===== src/rtl/seg_scanner.sv =====
// seg_scanner: time-multiplexed driver for an 8-digit 7-segment display.
// Each digit stays lit for REFRESH_DIV clocks. Captured data waits in a
// shadow register and is copied to the active register only at the frame
// boundary, so a frame is never shown half-old and half-new.
// Optional macro: LEADING_ZERO_BLANK_EN blanks leading zero digits 7..1.
module seg_scanner #(
  parameter int REFRESH_DIV = 100000
) (
  input  logic        clk,
  input  logic        rstn,
  input  logic [31:0] value,
  input  logic [7:0]  digit_en,
  input  logic        load,
  output logic [4:0]  hex,
  output logic [7:0]  anodes,
  output logic        pending,
  output logic        frame_done
);

  localparam int CW = $clog2(REFRESH_DIV);
  localparam logic [CW-1:0] LAST = CW'(REFRESH_DIV - 1);

  logic [CW-1:0] r_count;
  logic [2:0]    r_idx;
  logic [31:0]   r_act_val;
  logic [7:0]    r_act_en;
  logic [31:0]   r_sh_val;
  logic [7:0]    r_sh_en;
  logic          r_pending;
  logic          r_frame_done;
  logic [4:0]    r_hex;
  logic [7:0]    r_anodes;

  logic          w_tick;
  logic          w_wrap;
  logic [2:0]    w_idx_next;
  logic [31:0]   w_act_val_next;
  logic [7:0]    w_act_en_next;
  logic          w_show;
  logic [3:0]    w_nibble;
  logic [4:0]    w_hex_next;
  logic [7:0]    w_anodes_next;

  assign w_tick     = (r_count == LAST);
  assign w_wrap     = w_tick && (r_idx == 3'd7);
  assign w_idx_next = w_tick ? r_idx + 3'd1 : r_idx;

  // Next active contents: loaded on the wrap tick, from the input directly
  // when a load coincides with the wrap, otherwise from the shadow.
  always_comb begin
    w_act_val_next = r_act_val;
    w_act_en_next  = r_act_en;
    if (w_wrap) begin
      if (load) begin
        w_act_val_next = value;
        w_act_en_next  = digit_en;
      end else begin
        w_act_val_next = r_sh_val;
        w_act_en_next  = r_sh_en;
      end
    end
  end

  // Display code for the digit that will be lit after this edge; built from
  // next-state values so hex/anodes move in the same cycle as the index.
  always_comb begin
    w_nibble = w_act_val_next[{w_idx_next, 2'b00} +: 4];
`ifdef LEADING_ZERO_BLANK_EN
    w_show = (w_idx_next == 3'd0) ||
             ((w_act_val_next >> {w_idx_next, 2'b00}) != 32'd0);
`else
    w_show = 1'b1;
`endif
    w_hex_next    = {w_act_en_next[w_idx_next] & w_show, w_nibble};
    w_anodes_next = ~(8'd1 << w_idx_next);
  end

  // Prescaler and digit index.
  always_ff @(posedge clk or negedge rstn) begin
    if (!rstn) begin
      r_count <= '0;
      r_idx   <= '0;
    end else begin
      r_count <= w_tick ? '0 : r_count + 1'b1;
      r_idx   <= w_idx_next;
    end
  end

  // Shadow/active double buffer and pending flag.
  always_ff @(posedge clk or negedge rstn) begin
    if (!rstn) begin
      r_act_val <= '0;
      r_act_en  <= '0;
      r_sh_val  <= '0;
      r_sh_en   <= '0;
      r_pending <= 1'b0;
    end else begin
      r_act_val <= w_act_val_next;
      r_act_en  <= w_act_en_next;
      if (load) begin
        r_sh_val <= value;
        r_sh_en  <= digit_en;
      end
      if (w_wrap)    r_pending <= 1'b0;
      else if (load) r_pending <= 1'b1;
    end
  end

  // Registered display outputs and frame pulse.
  always_ff @(posedge clk or negedge rstn) begin
    if (!rstn) begin
      r_hex        <= '0;
      r_anodes     <= '1;
      r_frame_done <= 1'b0;
    end else begin
      r_hex        <= w_hex_next;
      r_anodes     <= w_anodes_next;
      r_frame_done <= w_wrap;
    end
  end

  assign hex        = r_hex;
  assign anodes     = r_anodes;
  assign pending    = r_pending;
  assign frame_done = r_frame_done;

endmodule


===== config.mk =====
export PLATFORM = sky130hd
export DESIGN_NAME = seg_scanner
export DESIGN_NICKNAME = d
export VERILOG_FILES = /design/src/rtl/seg_scanner.sv
export SDC_FILE = /design/constraint.sdc
export NUM_CORES = 1
export LEC_CHECK = 0
export ABC_AREA = 1
export BUFFER_PORTS_ARGS = -buffer_cell sky130_fd_sc_hd__buf_4
export CORE_ASPECT_RATIO = 2
export CORE_MARGIN = 3
export CORE_UTILIZATION = 39
export CTS_CLUSTER_DIAMETER = 100
export DETAILED_ROUTE_END_ITERATION = 16
export SLEW_MARGIN = 40
export SYNTH_ARGS = -nofsm -noshare
export SYNTH_HDL_FRONTEND = slang
export SYNTH_SLANG_ARGS = --single-unit
export TNS_END_PERCENT = 20

===== constraint.sdc =====
create_clock -name clk -period 2.2 [get_ports clk]
set_input_delay 0.11 -clock clk [delete_from_list [all_inputs] [get_ports clk]]
set_output_delay 0.11 -clock clk [all_outputs]
set_load 0.01 [all_outputs]

==> impl_results.md <==
* Type of origin of the critical path: flop
* Post-layout util at 49.4%
* Core Area at 13900 µm²
* Cell Area, Synth at 5550 µm²
* Worst hold start: value[29]
* Seq/Total Area, Yosys at 52.0%
* Placement Setup Slack at 111 ps
* Die Y at 175 µm
* DRC viols at 0
* Final ANT Viol Nets at 0
* CTS clk-pin slew, worst paths at 50 ps
* R2R Setup Slk at 190 ps
* Gp weighted congestion at 0.831
* Final Slew Violations at 0
* Ant. Diodes at 0
* Reg2reg end: hex[4]
* Commonest non-fill, non-tap cell in the layout: inv_1
* H-Tree Depth at 4
* TritonRoute pass-1 iters at 4
* Area after DPL at 6220 µm²
* Largest family of logic cells by synthesized area: simple AND/OR/NAND/NOR gates
* Synth Area in Compound Gates at 4.92%
* Synth cell types at 31
* Fin nets at 804
* Comb pwr share at 4.5%
* Starting Density at 39.9%
* CTS tree: done
* Fmax at 497 MHz
* TritonCTS Buffers at 17
* Critical path arrival at 2310 ps
* Peak VDD IR at 0.548 mV
* Die area at 15800 µm²
* Clk_lat worst skew at 410 ps
* Fin. Hold Viols at 0
* Setup Crit Path Kind: flop to flop
* Top cells by area, synth: dfrtp_1 48%, inv_1 10%, nand2_1 9.7%, nor2_1 5.4%, nand4_1 4.5%
* Min cycle time layout at 2010 ps
* Reg-to-reg startpoint: r_count[5]
* Routed WL at 13100 µm
* P_int at 4.12 mW
* Worst endpoint required time at 2500 ps
* Post-Synth Simple-Gate Area at 28.7%
* Yosys Warn Count at 0
* Syn_area_per_cell at 8.02 µm²
* Largest net degree at the start of global routing at 54
* Synth area leader: dfrtp_1
* Switching portion of total power at 21.4%
* Sequential share of power at 41.9%
* Flop and latch count out of synthesis at 115
* Top-area cell type share of the netlist area at 48.3%
* RSZ-0062 raised after global routing: no
* Initial antenna violation count at 0
* Post-DP HPWL at 9450 µm
* Outcome: finished clean
* PD cells at 764 nW/µm²
* Setup Buffers After CTS at 0
* Psw at 1.13 mW
* Non-Filler Instances at 960
* Total gr overflow at 0
* CTS Sinks at 115
* # port buffers at 57
* DP Cell Count at 927
* Area growth from synthesis to layout at 23.7%
* Post-synthesis mux area share at 0%
* Synth Instances at 692
* Max-cap violation count at 0
* Final Power at 5.25 mW
* FF-to-FF path depth at 13
* Final period util at 91.5%
* DR vias at 4428
* Clk buf depth at 2
* Commonest non-fill, non-tap cells in the layout: 148 x inv_1, 140 x nand2_1, 107 x dfrtp_1, 79 x nor2_1, 70 x buf_4
* Hold EP: r_sh_val[29]
* Vias in the first global route at 4668
* Worst setup margin at 186 ps
* Worst Tran Pin Value at 557 ps
* 1st-iter DRT viols at 150
* Minimum hold slack at 20.4 ps
* Setup Skew at 7.53 ps
* Syn nets at 738
* Layout cells sized above 1 at 22.4%
* Fin area at 6860 µm²
* Overall die width at 90.3 µm
* WL/cell at 13.7 µm
* Clock Tree Root: clkbuf_16
* First-pass GRT wire length at 22500 µm
* Row cnt at 61
* CP Max Fanout at 6
* Setup violators final at 0
* Top Ports at 58
* Overall Global Routing Usage at 18.2%
* Hold path depth at 4
* Xor/xnor share of the synthesized area at 0.474%
* Clk pwr share at 53.6%
* Slew HR at 62.8%
* HP Class: input port to flop
* CP endpoint kind: flop
* Fraction of the mapped netlist area in adder cells at 0.676%
* Via density at 4.61
* Leak at 3.75 nW
* Setup_tns at 0 ps
## cells in the mapped netlist
library cell	count
nor2_8	1
nand2_2	5
nor4_1	1
nor2_1	80
nor2_2	3
ha_1	3
nand3_1	8
xor2_1	3
buf_2	8
dfstp_2	8
nand2_1	143
inv_2	6
nand4_1	40
or2_2	30
nand3b_1	1
or2_1	10
nor3_1	3
a21oi_1	7
nor2_4	3
o21ai_0	40
nand3_2	2
buf_6	1
nand4_2	1
dfrtp_1	107
nor3_4	1
buf_4	7
clkbuf_1	12
nand3_4	2
o21ai_1	6
inv_1	149
o21a_1	1
## sequential cells by signal, indices dropped and copies added, names as in the netlist
register    flops
anodes          8
frame_done      1
hex             5
pending         1
r_act_en        8
r_act_val      32
r_count        17
r_idx           3
r_sh_en         8
r_sh_val       32
## worst max-delay path: stages, from the launching register on
cell	delay [ps]
dfrtp_1	400
nor2_1	250
nand2_2	140
nor2_8	170
nand3_4	90
nand2_1	90
nand2_2	80
nand2_1	170
buf_12	130
nor2_1	40
nor2_1	150
nand2_1	80
nand2_1	70
nand2_1	60
## cell families (layout without fill, tap and decap cells)
family / after synthesis / after routing
AO/OA/AOI/OAI: 54 / 54
XOR/XNOR: 3 / 3
adder cells (fa/ha/maj): 3 / 3
buffers and inverters: 183 / 262
flip-flops: 115 / 115
AND/OR/NAND/NOR: 334 / 334
## final cells by class
cell class | instances | area, µm²
sequential | 115 | 2890
multi-input combinational | 394 | 1950
clock inverter | 12 | 155
fill | 1407 | 7030
clock buffer | 20 | 457
tap | 189 | 236
inverter | 155 | 582
timing repair buffer | 75 | 598
## layer usage
layer / up-vias / GRT usage, % / wire length [µm]
met4: 0 / 8.50 / 392
met1: 2104 / 19.9 / 5250
met3: 23 / 4.09 / 408
met2: 77 / 32.9 / 7100
met5: - / 0 / 0
li1: 2224 / - / -
## how the worst max path moves through the flow
stage / from / end / slack (ps) / cells past startpoint
after CTS: r_count[0] / hex[2] / 100 / 12
final: r_count[5] / hex[4] / 190 / 13
after global placement: r_count[0] / hex[0] / 190 / 13
after floorplan: r_idx[0] / hex[0] / 410 / 11
after detailed placement: r_count[0] / hex[2] / 110 / 12
after global routing: r_count[0] / hex[0] / 6 / 13
## power groups by stage
stage | logic (mW) | registers [mW] | clock network, mW
6_report | 0.238 | 2.20 | 2.81
5_1_grt | 0.274 | 2.20 | 2.98
4_1_cts | 0.247 | 2.20 | 2.86
3_5_place_dp | 0.244 | 2.23 | 0
3_3_place_gp | 0.239 | 2.23 | 0
2_1_floorplan | 0.0987 | 2.23 | 0
## what timing repair did
action,in CTS,in global routing
endpoints found under the setup margin,0,6
gates resized for setup,0,9
endpoints found under the hold margin,28,0
hold buffers,1,0
(Power assumes the default switching activity.)
